`src/rtl/fast_idct_pkg.sv`:
```
// Shared constants, types and helpers for the in-place 8x8 Chen-Wang inverse DCT.
package fast_idct_pkg;

  localparam logic signed [31:0] W1 = 32'sd2841;
  localparam logic signed [31:0] W2 = 32'sd2676;
  localparam logic signed [31:0] W3 = 32'sd2408;
  localparam logic signed [31:0] W5 = 32'sd1609;
  localparam logic signed [31:0] W6 = 32'sd1108;
  localparam logic signed [31:0] W7 = 32'sd565;
  localparam logic signed [31:0] C181 = 32'sd181;

  localparam logic signed [31:0] RND_128  = 32'sd128;
  localparam logic signed [31:0] RND_8192 = 32'sd8192;
  localparam logic signed [31:0] RND_4    = 32'sd4;

  localparam logic signed [31:0] CLIP_LO = -32'sd256;
  localparam logic signed [31:0] CLIP_HI = 32'sd255;

  localparam logic [4:0] ACC_SIZE = 5'd16;

  typedef logic signed [15:0] elem_t;
  typedef elem_t [7:0] line_t;

  typedef enum logic { MODE_ROW = 1'b0, MODE_COL = 1'b1 } pass_t;

  typedef enum logic [2:0] {
    IDLE, ROW_READ, ROW_CALC, ROW_WRITE, COL_READ, COL_CALC, COL_WRITE, DONE
  } state_t;

  function automatic logic signed [31:0] sx(input elem_t e);
    return {{16{e[15]}}, e};
  endfunction

  // Final scaling of a butterfly output: rows keep 16 bits, columns clip to 9-bit pixels.
  function automatic elem_t scale_out(input logic signed [31:0] v, input pass_t mode);
    logic signed [31:0] t;
    elem_t r;
    if (mode == MODE_COL) begin
      t = v >>> 14;
      if (t < CLIP_LO)      r = CLIP_LO[15:0];
      else if (t > CLIP_HI) r = CLIP_HI[15:0];
      else                  r = t[15:0];
    end else begin
      t = v >>> 8;
      r = t[15:0];
    end
    return r;
  endfunction

endpackage

```
`src/rtl/fast_idct_if.sv`:
```
// Dual-channel RAM master bus plus an FSM state view for checkers.
interface fast_idct_if;
  import fast_idct_pkg::*;

  // Handshake: a channel's oe or we is held, with its address, data and size
  // stable, until M_DataRdy for that channel is 1 at a rising edge; the access
  // completes on that edge. oe and we are never both high on one channel.
  logic [31:0] M_Rdata_ram;
  logic [1:0]  M_DataRdy;
  logic [1:0]  Mout_oe_ram;
  logic [1:0]  Mout_we_ram;
  logic [63:0] Mout_addr_ram;
  logic [31:0] Mout_Wdata_ram;
  logic [9:0]  Mout_data_ram_size;
  state_t      dbg_state;

  modport master (
    input  M_Rdata_ram, M_DataRdy,
    output Mout_oe_ram, Mout_we_ram, Mout_addr_ram, Mout_Wdata_ram,
           Mout_data_ram_size, dbg_state
  );

  modport slave (
    output M_Rdata_ram, M_DataRdy,
    input  Mout_oe_ram, Mout_we_ram, Mout_addr_ram, Mout_Wdata_ram,
           Mout_data_ram_size, dbg_state
  );
endinterface

```
`src/rtl/fast_idct_1d.sv`:
```
// Combinational 8-point Chen-Wang butterfly; mode picks row or column scaling.
module fast_idct_1d
  import fast_idct_pkg::*;
(
  input  pass_t mode,
  input  line_t din,
  output line_t dout
);

  logic signed [31:0] x0, x1, x2, x3, x4, x5, x6, x7, x8;
  logic signed [31:0] rw;
  logic [1:0]         sh;

  always_comb begin
    dout = '0;
    // Row pass has no pre-rounding and no intermediate shift; column adds 4 then >>3.
    rw = (mode == MODE_COL) ? RND_4 : 32'sd0;
    sh = (mode == MODE_COL) ? 2'd3 : 2'd0;
    if (mode == MODE_COL) begin
      x0 = (sx(din[0]) <<< 8) + RND_8192;
      x1 = sx(din[4]) <<< 8;
    end else begin
      x0 = (sx(din[0]) <<< 11) + RND_128;
      x1 = sx(din[4]) <<< 11;
    end
    x2 = sx(din[6]);
    x3 = sx(din[2]);
    x4 = sx(din[1]);
    x5 = sx(din[7]);
    x6 = sx(din[5]);
    x7 = sx(din[3]);

    x8 = W7 * (x4 + x5) + rw;
    x4 = (x8 + (W1 - W7) * x4) >>> sh;
    x5 = (x8 - (W1 + W7) * x5) >>> sh;
    x8 = W3 * (x6 + x7) + rw;
    x6 = (x8 - (W3 - W5) * x6) >>> sh;
    x7 = (x8 - (W3 + W5) * x7) >>> sh;

    x8 = x0 + x1;
    x0 = x0 - x1;
    x1 = W6 * (x3 + x2) + rw;
    x2 = (x1 - (W2 + W6) * x2) >>> sh;
    x3 = (x1 + (W2 - W6) * x3) >>> sh;
    x1 = x4 + x6;
    x4 = x4 - x6;
    x6 = x5 + x7;
    x5 = x5 - x7;

    x7 = x8 + x3;
    x8 = x8 - x3;
    x3 = x0 + x2;
    x0 = x0 - x2;
    x2 = (C181 * (x4 + x5) + RND_128) >>> 8;
    x4 = (C181 * (x4 - x5) + RND_128) >>> 8;

    dout[0] = scale_out(x7 + x1, mode);
    dout[1] = scale_out(x3 + x2, mode);
    dout[2] = scale_out(x0 + x4, mode);
    dout[3] = scale_out(x8 + x6, mode);
    dout[4] = scale_out(x8 - x6, mode);
    dout[5] = scale_out(x0 - x4, mode);
    dout[6] = scale_out(x3 - x2, mode);
    dout[7] = scale_out(x7 - x1, mode);
  end

endmodule

```
`src/rtl/fast_idct.sv`:
```
// In-place 8x8 IDCT: eight row passes then eight column passes over external RAM.
module fast_idct
  import fast_idct_pkg::*;
(
  input  logic        clock,
  input  logic        reset,
  input  logic        start_port,
  input  logic [31:0] block,
  output logic        done_port,
  fast_idct_if.master mem
);

  state_t      state, state_next;
  logic [31:0] base;
  logic [2:0]  idx;
  logic [1:0]  beat;
  logic [1:0]  req;
  line_t       line, line_calc;
  pass_t       mode;
  logic        in_read, in_write, beat_done, last_beat;
  logic [5:0]  elem0, elem1;
  logic [31:0] addr0, addr1;
  logic [1:0]  active;

  assign in_read   = (state == ROW_READ)  || (state == COL_READ);
  assign in_write  = (state == ROW_WRITE) || (state == COL_WRITE);
  assign mode      = (state inside {COL_READ, COL_CALC, COL_WRITE}) ? MODE_COL : MODE_ROW;
  // A channel with no outstanding request counts as already complete.
  assign beat_done = &(~req | mem.M_DataRdy);
  assign last_beat = beat_done && (beat == 2'd3);

  assign elem0 = (mode == MODE_ROW) ? {idx, beat, 1'b0} : {beat, 1'b0, idx};
  assign elem1 = (mode == MODE_ROW) ? {idx, beat, 1'b1} : {beat, 1'b1, idx};
  assign addr0 = base + {25'd0, elem0, 1'b0};
  assign addr1 = base + {25'd0, elem1, 1'b0};

  fast_idct_1d u_1d (
    .mode (mode),
    .din  (line),
    .dout (line_calc)
  );

  always_ff @(posedge clock or negedge reset) begin
    if (!reset) state <= IDLE;
    else        state <= state_next;
  end

  always_comb begin
    state_next = state;
    case (state)
      IDLE:      if (start_port) state_next = ROW_READ;
      ROW_READ:  if (last_beat) state_next = ROW_CALC;
      ROW_CALC:  state_next = ROW_WRITE;
      ROW_WRITE: if (last_beat) state_next = (idx == 3'd7) ? COL_READ : ROW_READ;
      COL_READ:  if (last_beat) state_next = COL_CALC;
      COL_CALC:  state_next = COL_WRITE;
      COL_WRITE: if (last_beat) state_next = (idx == 3'd7) ? DONE : COL_READ;
      DONE:      state_next = IDLE;
      default:   state_next = IDLE;
    endcase
  end

  always_ff @(posedge clock or negedge reset) begin
    if (!reset) begin
      base <= '0;
      idx  <= '0;
      beat <= '0;
      req  <= '0;
      line <= '0;
    end else begin
      case (state)
        IDLE: if (start_port) begin
          base <= block;
          idx  <= '0;
          beat <= '0;
          req  <= 2'b11;
        end
        ROW_CALC, COL_CALC: begin
          line <= line_calc;
          beat <= '0;
          req  <= 2'b11;
        end
        ROW_READ, COL_READ, ROW_WRITE, COL_WRITE: begin
          if (in_read && req[0] && mem.M_DataRdy[0]) line[{beat, 1'b0}] <= mem.M_Rdata_ram[15:0];
          if (in_read && req[1] && mem.M_DataRdy[1]) line[{beat, 1'b1}] <= mem.M_Rdata_ram[31:16];
          if (!beat_done) begin
            req <= req & ~mem.M_DataRdy;
          end else if (beat != 2'd3) begin
            beat <= beat + 2'd1;
            req  <= 2'b11;
          end else if (in_read) begin
            beat <= '0;
            req  <= 2'b00;
          end else begin
            // End of a line write: either start the next line or finish.
            beat <= '0;
            idx  <= idx + 3'd1;
            req  <= (state == COL_WRITE && idx == 3'd7) ? 2'b00 : 2'b11;
          end
        end
        default: ;
      endcase
    end
  end

  assign active                 = req & {2{in_read | in_write}};
  assign mem.Mout_oe_ram        = in_read  ? req : 2'b00;
  assign mem.Mout_we_ram        = in_write ? req : 2'b00;
  assign mem.Mout_addr_ram      = {active[1] ? addr1 : 32'd0, active[0] ? addr0 : 32'd0};
  assign mem.Mout_Wdata_ram     = {(in_write && req[1]) ? line[{beat, 1'b1}] : 16'sd0,
                                   (in_write && req[0]) ? line[{beat, 1'b0}] : 16'sd0};
  assign mem.Mout_data_ram_size = {active[1] ? ACC_SIZE : 5'd0, active[0] ? ACC_SIZE : 5'd0};
  assign mem.dbg_state          = state;
  assign done_port              = (state == DONE);

endmodule

```
`src/flat_wrapper.sv`:
```
// flat-port wrapper written by rule: the top's interface ports become plain ports
module fast_idct_flat import fast_idct_pkg::*;
  (clock, reset, start_port, block, done_port, mem_M_Rdata_ram, mem_M_DataRdy, mem_Mout_oe_ram, mem_Mout_we_ram, mem_Mout_addr_ram, mem_Mout_Wdata_ram, mem_Mout_data_ram_size, mem_dbg_state);
  fast_idct_if mem_i ();
  input  logic clock;
  input  logic reset;
  input  logic start_port;
  input  logic [31:0] block;
  output logic done_port;
  input wire logic [$bits(mem_i.M_Rdata_ram)-1:0] mem_M_Rdata_ram;
  input wire logic [$bits(mem_i.M_DataRdy)-1:0] mem_M_DataRdy;
  output wire logic [$bits(mem_i.Mout_oe_ram)-1:0] mem_Mout_oe_ram;
  output wire logic [$bits(mem_i.Mout_we_ram)-1:0] mem_Mout_we_ram;
  output wire logic [$bits(mem_i.Mout_addr_ram)-1:0] mem_Mout_addr_ram;
  output wire logic [$bits(mem_i.Mout_Wdata_ram)-1:0] mem_Mout_Wdata_ram;
  output wire logic [$bits(mem_i.Mout_data_ram_size)-1:0] mem_Mout_data_ram_size;
  output wire logic [$bits(mem_i.dbg_state)-1:0] mem_dbg_state;
  assign mem_i.M_Rdata_ram = mem_M_Rdata_ram;
  assign mem_i.M_DataRdy = mem_M_DataRdy;
  assign mem_Mout_oe_ram = mem_i.Mout_oe_ram;
  assign mem_Mout_we_ram = mem_i.Mout_we_ram;
  assign mem_Mout_addr_ram = mem_i.Mout_addr_ram;
  assign mem_Mout_Wdata_ram = mem_i.Mout_Wdata_ram;
  assign mem_Mout_data_ram_size = mem_i.Mout_data_ram_size;
  assign mem_dbg_state = mem_i.dbg_state;
  fast_idct u_core (.clock(clock), .reset(reset), .start_port(start_port), .block(block), .done_port(done_port), .mem(mem_i));
endmodule
```
`config.mk`:
```
export PLATFORM = sky130hd
export DESIGN_NAME = fast_idct_flat
export DESIGN_NICKNAME = d
export VERILOG_FILES = /design/src/rtl/fast_idct_pkg.sv /design/src/rtl/fast_idct_if.sv /design/src/rtl/fast_idct_1d.sv /design/src/rtl/fast_idct.sv /design/src/flat_wrapper.sv
export SDC_FILE = /design/constraint.sdc
export NUM_CORES = 2
export LEC_CHECK = 0
export CELL_PAD_IN_SITES_DETAIL_PLACEMENT = 1
export CELL_PAD_IN_SITES_GLOBAL_PLACEMENT = 1
export CORE_MARGIN = 2
export CORE_UTILIZATION = 45
export CTS_CLUSTER_SIZE = 24
export DETAILED_ROUTE_END_ITERATION = 6
export PLACE_DENSITY_LB_ADDON = 0.15
export SETUP_SLACK_MARGIN = 0.3
export SLEW_MARGIN = 15
export SYNTH_ARGS = -nofsm -noshare
export SYNTH_HDL_FRONTEND = slang
export SYNTH_HIERARCHICAL = 1
export SYNTH_SLANG_ARGS = --single-unit
```
`constraint.sdc`:
```
create_clock -name clock -period 25.8 [get_ports clock]
set_input_delay 5.16 -clock clock [delete_from_list [all_inputs] [get_ports clock]]
set_output_delay 5.16 -clock clock [all_outputs]
set_load 0.1 [all_outputs]
```
# After elaboration in Yosys (flattened, before gate mapping)
# Cells that the tools add are included.
# Widths: inputs -> output; s select.
word_totals:
  regBits: 170
  in_bits: 69
  out_inout_bits: 114
  wordCells: 215
op_classes:
  addsub: 40
  multipliers: 11
  order_cmp: 20
  n_eq_ne: 18
  shift: 6
  muxes: 76
  bitwise_logic: 6
  n_reduce_logical: 25
op_table:
  columns: ["op", "count"]
  rows:
  - ["$mux 16", 30]
  - ["$mux 128", 3]
  - ["$bwmux 128", 2]
  - ["$pmux 128 s2", 1]
  - ["$add 32x32->32", 7]
  - ["$sub 32x32->32", 7]
  - ["$gt 18x9->1 const B", 8]
  - ["$lt 18x9->1 const B", 8]
  - ["$mux 32", 3]
  - ["$add 32x24->32", 2]
  - ["$add 32x7->32", 2]
  - ["$add 32x9->32 const B", 2]
  - ["$bmux 16 s2", 2]
  - ["$demux 16 s2", 2]
  - ["$mul 9x32->32 const A", 2]
  - ["$sshr 30x2->32", 2]
  - ["$sshr 31x2->32", 2]
  - ["$sshr 32x2->32", 2]
  - ["$sub 32x24->32", 2]
  - ["$mul 10x17->27 const A", 2]
  - ["$mul 11x16->27 const A", 2]
  - ["$add 16x16->17", 3]
  - ["$mux 3", 11]
  - ["$add 32x27->32", 1]
  - ["other kinds (49)", 94]

# Logic depth before layout (Yosys ltp)
depth:
  word_depth: 17
  depth_mapped: 102
  ltp_nobuf: 100

# Hierarchy
# The synthesis kept the hierarchy.
by_module_without_submodules:
  columns: ["mod", "instances", "cells_per_inst", "area_per_inst_um2", "seq_area_each_um2"]
  rows:
  - ["fast_idct_1d", 1, 9625, 76973.8, 0.0]
  - ["fast_idct", 1, 1165, 10809.1, 4254.1]

# Least setup slack after synthesis
# Ideal clock, no wire load.
synth_timing:
  kind: "register to register"
  start: "register u_core/line[48] (netlist name)"
  end: "register u_core/line[47] (netlist name)"
  setup_ns: 0.137
  arrival_ns: 20.692
  t_required_ns: 25.663
  setup_slack_ns: 4.971
  stages_incl_launch_ff: 97
  path_buffers: 2
  period_less_slack_ns: 20.829
  cell_sequence: "dfrtp_1 ha_1 inv_1 fa_1 nor2b_1 o21ai_0 a21boi_0 o21ai_0 a21boi_0 o21ai_0 a21boi_0 o21ai_0 a21boi_0 o21ai_0 a21boi_0 o21ai_0 a21oi_1 xor2_1 [61 not listed] xnor3_1 xor3_1 xnor3_2 ha_1 clkbuf_1 nor2_1 nor2_1 nor2_1 a311oi_1 o21bai_1 a31oi_1 nor3_1 nor3_1 xor2_1 nand2_1 a21boi_0 a22oi_1 a21oi_1"
synth_lines:
  columns: ["item", "line", "text"]
  rows:
  - ["from (decl)", "fast_idct.sv:18", "line_t line, line_calc;"]
  - ["from (signal assigned)", "fast_idct.sv:79", "line <= line_calc;"]
  - ["from (signal, indexed assignment)", "fast_idct.sv:84", "if (in_read && req[0] && mem.M_DataRdy[0]) line[{beat, 1'b0}] <= mem.M_Rdata_ram[15:0];"]
  - ["from (signal, indexed assignment)", "fast_idct.sv:85", "if (in_read && req[1] && mem.M_DataRdy[1]) line[{beat, 1'b1}] <= mem.M_Rdata_ram[31:16];"]

==> key figures <==
Synthesis
  – Synth async-reset ratio: 100%
  – Post-synth EDFFs: 0
  – Post-Synthesis Cells: roughly 11k
  – Adder-cell share of the synthesized area: between 40% and 50%
  – Main combinational cell family by area after synthesis: adder cells
  – Xor and xnor fraction of the mapped netlist area: roughly a tenth
  – Post-Synth Simple-Gate Area: ~13%
  – Seq/Total Area, Yosys: 4.85%
  – Synth Area in Compound Gates: a little under a fifth
  – Mux contribution to synthesized area: between 3 and 4%
  – Syn Std Cell Area: between 80000 and 90000 µm²
  – Syn Area/Cell: between 8 and 9 µm²
  – YS warnings: 6
  – FF+latch count, synth: 170
  – Main flop type after synthesis: dfrtp_1
  – Cell variety after synth: 113

Clock network
  – Clock tree sinks: between 150 and 200
  – Cts bufs inserted: 17
  – Reg clk slew, reported paths: approximately 80 ps
  – Cts repair resizes: 0
  – CTS tree: done
  – Post CTS Setup Buffer Count: 0
  – Hold_buf cts: 0
  – Htree depth: 4
  – Root Buffer: clkbuf_16
  – Worst-skew pair later-pin latency: ~540 ps
  – Deepest clock path buffer count: 2

Placement
  – Gp weighted congestion: between 0.9 and 1
  – DPL Wire Length: 294000 µm
  – IO Port Bufs: roughly 170

Worst setup path
  – CP max FO: 12
  – Worst endpoint required time: 26260 ps
  – Slowest-stage cell, CP: a2111oi_1
  – CP endpoint: u_core/line[80]$_DFFE_PN0P_
  – Setup crit start: u_core/line[48]$_DFFE_PN0P_
  – RR Endpoint: u_core/line[80]$_DFFE_PN0P_
  – Setup Crit Path Kind: register to register
  – Worst r2r path cells: approximately 80
  – Reg-to-Reg Start: u_core/line[48]$_DFFE_PN0P_
  – Reg2reg setup slack: approximately 1700 ps
  – CP peak stage delay: between 900 and 1000 ps
  – Crit path DAT: about 25000 ps
  – CP Launch Type: register
  – Crit path capture type: register
  – Most frequent CP cell: fa_1

Hold path
  – Hold path depth: 2
  – Hold Path Class: register to register

Timing
  – Final setup TNS: 0 ps
  – Final setup viols: 0
  – Unrepaired setup endpoints after global routing: false
  – Final Hold Fails: 0
  – Fmax: roughly 0.041 GHz
  – Post-route clock period utilization: between 90% and 100%
  – Clock Skews: approximately 23 ps
  – Worst Max-Slew Pin Slew: between 1000 and 1500 ps
  – Tmin final: 24110 ps
  – Slew Limit Headroom: between 10% and 20%
  – Final Slew Violations: 0

Global route
  – Initial antenna violation count: 15
  – First-pass GRT wire length: about 510000 µm
  – Grt ovf: 0
  – Vias in the first global route: around 83k
  – Largest net degree at the start of global routing: ~130
  – Total Routing Usage GR: 33.8%

Drt
  – Remaining DRCs: 0
  – Antenna-violating nets left: 0
  – Routed WL: between 300000 and 400000 µm
  – DR vias/cell: 5.92
  – Routed WL per cell: about 26 µm
  – TritonRoute pass-1 iters: 5
  – Drt initial violations: roughly 5.0k
  – Vias: ~79k

Floorplanning
  – IO Pins: between 150 and 200
  – Die span in y: between 400 and 500 µm
  – Die ar.: between 150000 and 200000 µm²
  – CORE AREA: just under 200000 µm²
  – # rows: around 160
  – Initial core utilization: between 40 and 50%
  – Die Wd: 446 µm

Cells and area
  – Most frequent cells in the layout: 1808 x ha_1, 1672 x inv_1, 968 x nor2_1
  – Area of the multi-input gates: between 70000 and 80000 µm²
  – Number of fill cells: around 24k
  – Final net count: 13.3k
  – Ratio of cells with drive above 1 in the final layout: under 10%
  – Most common cell after layout, fill and taps aside: ha_1
  – Synthesis-to-finish area growth: 5.83%
  – Register area: 4260 µm²

Status
  – Status: finished, final reports clean

Flow run
  – Maxcap violations: 0
[worst max-delay path: cells and delay by family (launching register included)]
kind | cells | cell delay, ps
DFF | 1 | 640
adders and majority gates | 21 | 8710
xor gates and xnor gates | 6 | 2120
and+or+nand+nor | 14 | 2990
muxes | 1 | 260
buffers and inverters | 5 | 470
AOI/OAI and AO/OA | 34 | 8830
[layer usage]
metal	track usage (%)	up-vias	wire [µm]
met2	56.5	2041	158000
met1	43.9	39900	148000
met5	0	-	27
li1	-	36600	-
met4	14.7	4	17400
met3	3.85	495	16700
[how the worst min path moves through the flow]
stage,end,startpoint
floorplan,u_core/base[0]$_DFFE_PN0P_,u_core/base[0]$_DFFE_PN0P_
global placement,u_core/base[0]$_DFFE_PN0P_,u_core/base[0]$_DFFE_PN0P_
detailed placement,u_core/line[24]$_DFFE_PN0P_,u_core/line[24]$_DFFE_PN0P_
CTS,u_core/line[24]$_DFFE_PN0P_,u_core/line[24]$_DFFE_PN0P_
global route,u_core/base[0]$_DFFE_PN0P_,u_core/base[0]$_DFFE_PN0P_
finish,u_core/line[22]$_DFFE_PN0P_,u_core/line[22]$_DFFE_PN0P_
[area by class of cell]
| type | instances | share of cell area [%] |
|---|---|---|
| Sequential cell | 170 | 4.58 |
| Clock inverter | 14 | 0.218 |
| Multi-Input combinational cell | 8625 | 81.7 |
| Clock buffer | 17 | 0.458 |
| Timing Repair Buffer | 283 | 2.79 |
| Tap cell | 2542 | 3.42 |
| Antenna cell | 11 | 0.0296 |
| Inverter | 1675 | 6.78 |
[Yosys cell counts, drive strengths merged (136+ instances only)]
cell	number	area, µm²
ha	1808	22600
inv	1675	6290
nor2	969	3640
a21oi	782	3940
xnor2	718	6300
fa	693	13900
nand2	466	1760
o21ai	426	2130
xor2	251	2220
clkbuf	222	835
nor3	187	957
a21o	176	1320
dfrtp	170	4250
o21bai	143	1070
mux2	141	1590
a22oi	136	1020
[registers in the layout, indices dropped and copies added (netlist names)]
register and flops:
u_core/line 128, u_core/base 32, u_core/idx 3, u_core/mem.dbg_state 3
u_core/beat 2, u_core/req 2
[kinds of logic after synthesis]
logic type	after synthesis
DFF	170
muxes	231
adders and majority gates	2501
other	2
xor gates and xnor gates	980
and+or+nand+nor	2469
buffers and inverters	2003
AOI/OAI and AO/OA	2434
[through the flow]
stage / hold slack (ps) / cell area (µm²) / utilization, % / setup slack [ps] / instances
floorplan: 487 / 87800 / - / 4970 / 10800
global placement: 507 / 92200 / 47.4 / 1970 / 13300
detailed placement: 523 / 92200 / 47.4 / 1710 / 13300
CTS: 538 / 92800 / 47.8 / 1580 / 13300
global route: 566 / 92900 / 47.8 / 311 / 13300
finish: 537 / 92900 / 47.8 / 1690 / 13300
Power is left out: the tool's default activity adds up to more than one toggle a clock period on the data nets, which glitch-free logic cannot reach.
